$ cat src/rtl/sevenseg_scan_ctrl.sv
// sevenseg_scan_ctrl: time-multiplexed scan controller that feeds one shared
//   bcd2seven decoder across NUM_DIGITS digit positions, using a double-buffered display word.
// Latency: the outputs are registered and aligned with the scan state. dig_en
//   lights one cycle after en is seen, and a new word appears at idx 0 of the next frame.
// Backpressure: there is none. load is a fire-and-forget strobe. A word loaded
//   mid-frame waits in the shadow register, and a later load overwrites it.
//
// Ports:
//   clk, rst      system clock and synchronous active-high reset
//   en            1 = scan the digits, 0 = idle with all digits off
//   load          single-cycle strobe that captures digits_in
//   digits_in     packed BCD word; nibble k drives digit k (digit 0 is rightmost)
//   bcd_out       nibble presented to the shared decoder
//   dig_en        one-hot active-high digit enable
//   blank         the current slot is suppressed (dig_en forced to 0)
//   pending       a shadow word is waiting for the frame boundary
//   frame_done    one-cycle pulse on the final cycle of the last digit
//
// Optional feature: define LEADING_ZERO_BLANK_EN to blank leading zero digits.
// Digit 0 is never blanked for being zero, so an all-zero word shows a single "0".

module sevenseg_scan_ctrl #(
  parameter int NUM_DIGITS  = 4,
  parameter int REFRESH_DIV = 1000
) (
  input  logic                    clk,
  input  logic                    rst,
  input  logic                    en,
  input  logic                    load,
  input  logic [4*NUM_DIGITS-1:0] digits_in,
  output logic [3:0]              bcd_out,
  output logic [NUM_DIGITS-1:0]   dig_en,
  output logic                    blank,
  output logic                    pending,
  output logic                    frame_done
);

  localparam int IDX_W = $clog2(NUM_DIGITS);
  localparam int PRE_W = $clog2(REFRESH_DIV);
  localparam logic [IDX_W-1:0] IDX_LAST = IDX_W'(NUM_DIGITS - 1);
  localparam logic [PRE_W-1:0] PRE_LAST = PRE_W'(REFRESH_DIV - 1);

  typedef enum logic {
    IDLE = 1'b0,
    SCAN = 1'b1
  } state_t;

  // Scan state
  state_t                  state_q, state_d;
  logic [IDX_W-1:0]        idx_q, idx_d;
  logic [PRE_W-1:0]        pre_q, pre_d;
  logic [4*NUM_DIGITS-1:0] active_q, active_d;
  logic [4*NUM_DIGITS-1:0] shadow_q, shadow_d;
  logic                    pending_q, pending_d;

  // Registered outputs
  logic [3:0]              bcd_q, bcd_d;
  logic [NUM_DIGITS-1:0]   dig_en_q, dig_en_d;
  logic                    blank_q, blank_d;
  logic                    frame_done_q, frame_done_d;

  // Helpers for decoding the outputs
  logic [3:0]              nib_d;
  logic                    lz_blank_d;

  // Next-state logic: the scan sequencer plus the double-buffer commit rules.
  always_comb begin
    state_d   = state_q;
    idx_d     = idx_q;
    pre_d     = pre_q;
    active_d  = active_q;
    shadow_d  = shadow_q;
    pending_d = pending_q;

    case (state_q)
      IDLE: begin
        if (en) begin
          state_d = SCAN;
          idx_d   = '0;
          pre_d   = '0;
        end
      end
      SCAN: begin
        if (!en) begin
          state_d = IDLE;
          idx_d   = '0;
          pre_d   = '0;
        end else if (pre_q == PRE_LAST) begin
          pre_d = '0;
          idx_d = (idx_q == IDX_LAST) ? '0 : idx_q + 1'b1;
        end else begin
          pre_d = pre_q + 1'b1;
        end
      end
      default: begin
        state_d = IDLE;
        idx_d   = '0;
        pre_d   = '0;
      end
    endcase

    // frame_done_q already reflects the current cycle, because the outputs are
    // registered from next-state values. That makes it the frame-boundary qualifier.
    if (load) begin
      if (state_q != SCAN || frame_done_q) begin
        // When idle, or exactly on the boundary, the new word goes straight to
        // the active register. Any stale shadow word is dropped.
        active_d  = digits_in;
        pending_d = 1'b0;
      end else begin
        shadow_d  = digits_in;
        pending_d = 1'b1;
      end
    end else if (frame_done_q && pending_q) begin
      active_d  = shadow_q;
      pending_d = 1'b0;
    end
  end

  // Output decode. The outputs are computed from next-state values so that the
  // registered outputs line up with the registered scan state in the same cycle.
  always_comb begin
    nib_d = 4'd0;
    for (int k = 0; k < NUM_DIGITS; k++) begin
      if (idx_d == IDX_W'(k)) begin
        nib_d = active_d[4*k +: 4];
      end
    end
  end

`ifdef LEADING_ZERO_BLANK_EN
  // Walk down from the top digit. zero_run stays set while every nibble seen
  // so far is zero. Digit 0 is excluded so that a lone zero still shows.
  always_comb begin
    logic zero_run;
    zero_run   = 1'b1;
    lz_blank_d = 1'b0;
    for (int k = NUM_DIGITS - 1; k > 0; k--) begin
      zero_run = zero_run && (active_d[4*k +: 4] == 4'd0);
      if (idx_d == IDX_W'(k)) begin
        lz_blank_d = zero_run;
      end
    end
  end
`else
  always_comb begin
    lz_blank_d = 1'b0;
  end
`endif

  always_comb begin
    bcd_d        = 4'd0;
    dig_en_d     = '0;
    blank_d      = 1'b0;
    frame_done_d = 1'b0;
    if (state_d == SCAN) begin
      // The raw nibble still goes out even when blanked.
      bcd_d   = nib_d;
      blank_d = (nib_d > 4'd9) || lz_blank_d;
      for (int k = 0; k < NUM_DIGITS; k++) begin
        dig_en_d[k] = !blank_d && (idx_d == IDX_W'(k));
      end
      frame_done_d = (idx_d == IDX_LAST) && (pre_d == PRE_LAST);
    end
  end

  always_ff @(posedge clk) begin
    if (rst) begin
      state_q      <= IDLE;
      idx_q        <= '0;
      pre_q        <= '0;
      active_q     <= '0;
      shadow_q     <= '0;
      pending_q    <= 1'b0;
      bcd_q        <= 4'd0;
      dig_en_q     <= '0;
      blank_q      <= 1'b0;
      frame_done_q <= 1'b0;
    end else begin
      state_q      <= state_d;
      idx_q        <= idx_d;
      pre_q        <= pre_d;
      active_q     <= active_d;
      shadow_q     <= shadow_d;
      pending_q    <= pending_d;
      bcd_q        <= bcd_d;
      dig_en_q     <= dig_en_d;
      blank_q      <= blank_d;
      frame_done_q <= frame_done_d;
    end
  end

  assign bcd_out    = bcd_q;
  assign dig_en     = dig_en_q;
  assign blank      = blank_q;
  assign pending    = pending_q;
  assign frame_done = frame_done_q;

endmodule

$ cat config.mk
export PLATFORM = sky130hd
export DESIGN_NAME = sevenseg_scan_ctrl
export DESIGN_NICKNAME = d
export VERILOG_FILES = /design/src/rtl/sevenseg_scan_ctrl.sv
export SDC_FILE = /design/constraint.sdc
export NUM_CORES = 1
export LEC_CHECK = 0
export ABC_CLOCK_PERIOD_IN_PS = 7100
export CAP_MARGIN = 40
export CORE_ASPECT_RATIO = 0.9
export CORE_MARGIN = 1.5
export CORE_UTILIZATION = 55
export DETAILED_ROUTE_END_ITERATION = 12
export PLACE_DENSITY = 0.78
export RECOVER_POWER = 25
export REMOVE_ABC_BUFFERS = 1
export SLEW_MARGIN = 20
export SYNTH_ARGS = -nofsm -noshare
export SYNTH_HDL_FRONTEND = slang
export SYNTH_SLANG_ARGS = --single-unit
$ cat constraint.sdc
create_clock -name clk -period 7.1 [get_ports clk]
set_clock_uncertainty 0.15 [all_clocks]
set_input_delay 1.065 -clock clk [delete_from_list [all_inputs] [get_ports clk]]
set_output_delay 1.065 -clock clk [all_outputs]
set_load 0.005 [all_outputs]
==> results_dict.tcl, run 1 <==
set metrics [dict create \
    status "finished, violations left" \
    violations "max-capacitance violations, max-slew violations" \
    hold_violations 0 \
    endpoint_kind "flop" \
    io_pins 31 \
    clockRootBuffer "clkbuf_8" \
    die_area_um2 5330 \
    cts_tree "done" \
    cts_setup_buffers 0 \
    finalSetupViolations 0 \
    whs_path_depth 2 \
    fin_nets 351 \
    drc 0 \
    yosys.cell_types.count 39 \
    drv_slew 47 \
    ys_seq_area_share_pct 41.6 \
    yosysWarnings 0 \
    fin_crit_ns 3.72 \
    numPortBuffers 30 \
    grt_antenna_before_repair 0 \
    die_width_um 76.8 \
    netlist_area_um2 2690 \
    timing.final.crit_share_pct 52.3 \
    worst_pin_slew_ns 2.06 \
    holdBufCountCts 0 \
    rsz0062_at_grt "no" \
    grt.met2_usage_pct 36.1 \
    yosys-top-cells-area "dfxtp_1 42%, mux2i_1 12%, nand2_1 6.0%, a21oi_1 5.9%, mux2_2 5.0%" \
    critical_path.max_fanout 46 \
    max_slew_margin_pct -37.1 \
    leakagePower_nw 1.27 \
    ctsHtreeMaxLevel 2 \
    grtUsageMet3_pct 4.61 \
    viasPerCell 5.80 \
    drt_iter0_drc 185 \
    p_total_mw 0.580 \
    numClockSinks 56 \
    peakVddDrop_mv 0.145 \
    fill_cells 375 \
    cts_resized 0 \
    drt_pass1_iterations 4 \
    wl_per_cell_um 15.1 \
    clockBufferDepth 2 \
    grt_busiest_layer "met2" \
    drive_gt1_share_pct 8.48 \
    grt_max_degree 47 \
    coreArea_um2 4580 \
    synth_edf_count 0 \
    synthDominantCellAreaShare_pct 41.6 \
    grt_pass1_vias 2109 \
    synthToLayoutAreaGrowth_pct 15.7 \
    synthArstFlopShare_pct 0 \
    fin_cells 392 \
    ant_nets 0 \
    grt_pass1_wl_mm 9.74 \
    synthFlopType "dfxtp_1" \
    crit_arrival_ns 3.79 \
    grt_use_total_pct 22.7 \
    grt_use_met1_pct 30.8 \
    drv_cap 1 \
    gr-total-overflow 0 \
    rr_worst_depth 8 \
    power.density_nw_per_um2 186 \
    rows 23 \
    diodes 0 \
    finalSetupTns_ns 0 \
    timing.fmax_mhz 269 \
    hold_path.class "reg -> reg" \
    dp.cells 384 \
    wirelength_mm 5.93 \
    clock_latency_ns 0.31 \
    ys_ff_latch 56 \
    synthCells 309 \
    critPathKind "in -> reg" \
    clk_pin_slew_ns 0.10 \
    num_vias 2274 \
    initial_core_util_pct 58.8 \
    dpl.hpwl_mm 4.02 \
    critPathRequiredTime_ns 7.17 \
    yosysTopAreaCell "dfxtp_1" \
    worstSetupStartpointType "input port" \
    postSynthAreaPerCell_um2 8.71 \
    place_congestion 0.933 \
    die_y_um 69.4 \
    cts_buffers 5 \
]
==> placed cells by master, fill, tap and decap left out, drive strengths merged, types with 2 or more instances in the layout <==
cell / instances
a21oi: 32
nand3b: 2
o21ai: 7
o31ai: 2
a211oi: 10
mux2: 12
nor2: 29
buf: 2
a22oi: 5
nand3: 6
dfxtp: 56
and3: 10
nand4bb: 2
dlygate4sd3: 9
inv: 3
nor2b: 11
and2: 6
nand2: 43
nor3: 6
ha: 2
clkdlybuf4s50: 21
mux2i: 32
or3: 2
clkbuf: 6
==> power breakdown <==
group	internal [mW]	switching, mW
registers	0.326	0.00628
logic	0.0362	0.0366
clock network	0.0702	0.106
==> per-stage QoR <==
stage          setup WS [ns]  utilization, %  instance area, um^2  hold WS [ns]
6_report                3.38            68.1                 3110         0.309
5_1_grt                 3.24            68.1                 3110         0.337
4_1_cts                 3.51            68.1                 3120         0.310
3_5_place_dp            3.21            66.2                 3030         0.295
3_3_place_gp            3.30            65.5                 3000         0.289
2_1_floorplan           4.12               -                 2610         0.276
==> flip-flops by register name (all words and copies together), names as in the netlist <==
register / flops
idx_q: 2
shadow_q: 16
state_q: 1
bcd_out: 4
pending: 1
frame_done: 1
dig_en: 4
blank: 1
pre_q: 10
active_q: 16
==> logic make-up after synthesis <==
kind of cell / synth area share [%]
multiplexers: 16.9
buffers and inverters: 3.35
flip-flops: 41.6
XOR/XNOR: 0.325
AO/OA/AOI/OAI: 13.7
adder cells (fa/ha/maj): 0.929
AND/OR/NAND/NOR: 23.1
==> worst max-delay path: stages <==
cell           delay (ns)
dlygate4sd3_1        0.52
clkbuf_1             1.46
nand2b_1             0.32
inv_1                0.13
o211a_1              0.14
and2_1               0.13
==> synthesized netlist by cell type, types with 5 or more instances <==
cell and count:
and3_1 10, a22oi_1 5, mux2i_1 32, a21oi_1 32
and2_1 6, nand3_1 6, mux2_2 12, nand2_1 43
a211oi_1 9, nor3_1 5, nor2_1 29, nor2b_1 11
buf_2 5, o21ai_0 7, clkbuf_1 13, dfxtp_1 56
==> worst paths after layout <==
path	from	slack, ns	endpoint
hold reg to reg	shadow_q[15]$_SDFFE_PP0P_	0.31	shadow_q[15]$_SDFFE_PP0P_
setup / recovery	rst	3.38	blank$_SDFF_PP0_
setup reg to reg	pre_q[0]$_SDFF_PP0_	3.70	dig_en[1]$_SDFF_PP0_
hold / removal	shadow_q[15]$_SDFFE_PP0P_	0.31	shadow_q[15]$_SDFFE_PP0P_
==> layer usage <==
layer  vias to the layer above  share of wire [%]
li1                       1117                  -
met2                        71                 47
met1                      1079                 46
met4                         0                1.1
met5                         -                  0
met3                         7                5.9
==> layout make-up <==
type	instances	area (um^2)	share of cell area, %
Inverter	2	7.51	0.241
Tap cell	62	77.6	2.49
Timing Repair Buffer	33	334	10.7
Multi-Input combinational cell	231	1480	47.6
Clock buffer	5	68.8	2.21
Clock inverter	3	21.3	0.683
Sequential cell	56	1120	36.0
Power figures use the tool's default switching activity.
==> run 2: changes to the inputs <==
ABC_CLOCK_PERIOD_IN_PS = 3600   (was 7100)
clock period = 3.6 ns   (was 7.1 ns; I/O delays follow)
==> results_dict.tcl, run 2 (synthesis results as in run 1) <==
set metrics [dict create \
    status "complete, no violations" \
    rsz0062_at_grt "no" \
    coreArea_um2 4580 \
    finalSetupTns_ns 0 \
    critPathRequiredTime_ns 3.68 \
    crit_start "en" \
    endpoint_kind "flop" \
    drive_gt1_share_pct 8.11 \
    io_pins 31 \
    finalWorstSetupSlack_ns 0.484 \
    cts_tree "done" \
    drc 0 \
    grt_pass1_vias 2096 \
    power_frac_clock_pct 37.2 \
    crit_arrival_ns 3.19 \
    cts_setup_buffers 0 \
    gr-total-overflow 0 \
    cts_resized 0 \
    worst_path_largest_cell_delay_ns 0.64 \
    cts_buffers 5 \
    place_congestion 0.886 \
    power_frac_seq_pct 51.5 \
    drv_cap 0 \
    drt_pass1_iterations 4 \
    viasPerCell 5.79 \
    clock_latency_ns 0.30 \
    rr_worst_depth 8 \
    clk_pin_slew_ns 0.10 \
    grt_antenna_before_repair 0 \
    timing.final.crit_share_pct 86.6 \
    ant_nets 0 \
    fin_nets 355 \
    fin_crit_ns 3.12 \
    finalSetupViolations 0 \
    worst_pin_slew_ns 0.876 \
    p_int_mw 0.986 \
    wl_per_cell_um 15.6 \
    diodes 0 \
    p_comb_share_pct 11.2 \
    fill_cells 374 \
    layout_common_cells "56 x dfxtp_1, 43 x nand2_1, 32 x mux2i_1, 32 x a21oi_1, 29 x nor2_1" \
    num_vias 2286 \
    numPortBuffers 30 \
    cpMaxStageDelayCell "dlygate4sd3_1" \
    critical_path.max_fanout 14 \
    holdBufCountCts 0 \
    rows 23 \
    critPathKind "in -> reg" \
    r2r_end "dig_en[1]$_SDFF_PP0_" \
    reg2reg_slack_ns 0.49 \
    grt_use_total_pct 24.1 \
    clockBufferDepth 2 \
    die_width_um 76.8 \
    initial_core_util_pct 58.8 \
    die_y_um 69.4 \
    die_area_um2 5330 \
    clockRootBuffer "clkbuf_8" \
    layout_commonest_cell "dfxtp_1" \
    top_regs "active_q: 16 flops, shadow_q: 16 flops, pre_q: 10 flops" \
    drt_iter0_drc 289 \
    dpl.hpwl_mm 4.28 \
    leakagePower_nw 1.31 \
    crit_end "dig_en[1]$_SDFF_PP0_" \
    switching_share_pct 22.4 \
    grt_max_degree 45 \
    timing.fmax_mhz 321 \
    grt_pass1_wl_mm 10.2 \
    worstSetupStartpointType "input port" \
    ctsHtreeMaxLevel 2 \
    hold_violations 0 \
    power.switching_mw 0.284 \
    place_ws_ns 0.330 \
    rr_startpoint "pre_q[0]$_SDFF_PP0_" \
    drv_slew 0 \
    max_slew_margin_pct 41.5 \
    peakVddDrop_mv 0.332 \
    crit_chain "dlygate4sd3_1 > and2_1 > o311a_1 > nor3_4 > mux2i_1 > mux2_2 > or2_4 > a211oi_2" \
    wirelength_mm 6.15 \
    power.density_nw_per_um2 401 \
    hold_path.class "reg -> reg" \
    numClockSinks 56 \
    synthToLayoutAreaGrowth_pct 17.6 \
]
[run 2: layer usage]
| metal | global-route usage, % | wire [um] | up-vias |
|---|---|---|---|
| li1 | - | - | 1128 |
| met1 | 34.8 | 2880 | 1063 |
| met2 | 35.7 | 2770 | 87 |
| met3 | 5.13 | 442 | 8 |
| met4 | 8.02 | 59 | 0 |
| met5 | 0 | 0 | - |
[run 2: how the worst min path moves through the flow]
stage	start	slack, ns	endpoint	cells after the start
after floorplan	shadow_q[0]$_SDFFE_PP0P_	0.28	shadow_q[0]$_SDFFE_PP0P_	2
after global placement	shadow_q[0]$_SDFFE_PP0P_	0.29	shadow_q[0]$_SDFFE_PP0P_	2
after detailed placement	shadow_q[3]$_SDFFE_PP0P_	0.30	shadow_q[3]$_SDFFE_PP0P_	2
after CTS	shadow_q[10]$_SDFFE_PP0P_	0.32	shadow_q[10]$_SDFFE_PP0P_	2
after global routing	shadow_q[8]$_SDFFE_PP0P_	0.33	shadow_q[8]$_SDFFE_PP0P_	2
final	shadow_q[5]$_SDFFE_PP0P_	0.32	shadow_q[5]$_SDFFE_PP0P_	2
[run 2: worst max-delay path, delay by kind of cell]
kind / cells / cell delay [ns]
and+or+nand+nor: 3 / 1.12
buffers and inverters: 1 / 0.64
muxes: 2 / 0.48
AOI/OAI and AO/OA: 2 / 0.41
[run 2: power by group through the flow]
| stage | Combinational (mW) | Sequential (mW) | Clock, mW |
|---|---|---|---|
| finish | 0.143 | 0.654 | 0.472 |
| global route | 0.157 | 0.657 | 0.503 |
| CTS | 0.146 | 0.654 | 0.478 |
| detailed placement | 0.144 | 0.669 | 0 |
| global placement | 0.143 | 0.668 | 0 |
| floorplan | 0.0781 | 0.666 | 0 |
[run 2: area by class of cell]
| cell class | count | area, um^2 | area share [%] |
|---|---|---|---|
| repair buffers | 37 | 349 | 11.0 |
| multi-input cells | 231 | 1480 | 46.8 |
| clock inverters | 2 | 60.1 | 1.90 |
| clock buffers | 5 | 68.8 | 2.17 |
| well taps | 62 | 77.6 | 2.45 |
| inverters | 2 | 7.51 | 0.237 |
| flip-flops and latches | 56 | 1120 | 35.4 |
[run 2: stage by stage]
step	hold slack (ns)	power [mW]	instances	util (%)	instance area (um^2)
after global placement	0.289	0.810	388	66.5	3040
after global routing	0.325	1.32	395	69.2	3170
after detailed placement	0.297	0.813	388	66.5	3040
after CTS	0.316	1.28	395	69.3	3170
final	0.317	1.27	395	69.2	3170
after floorplan	0.276	0.744	289	-	2610
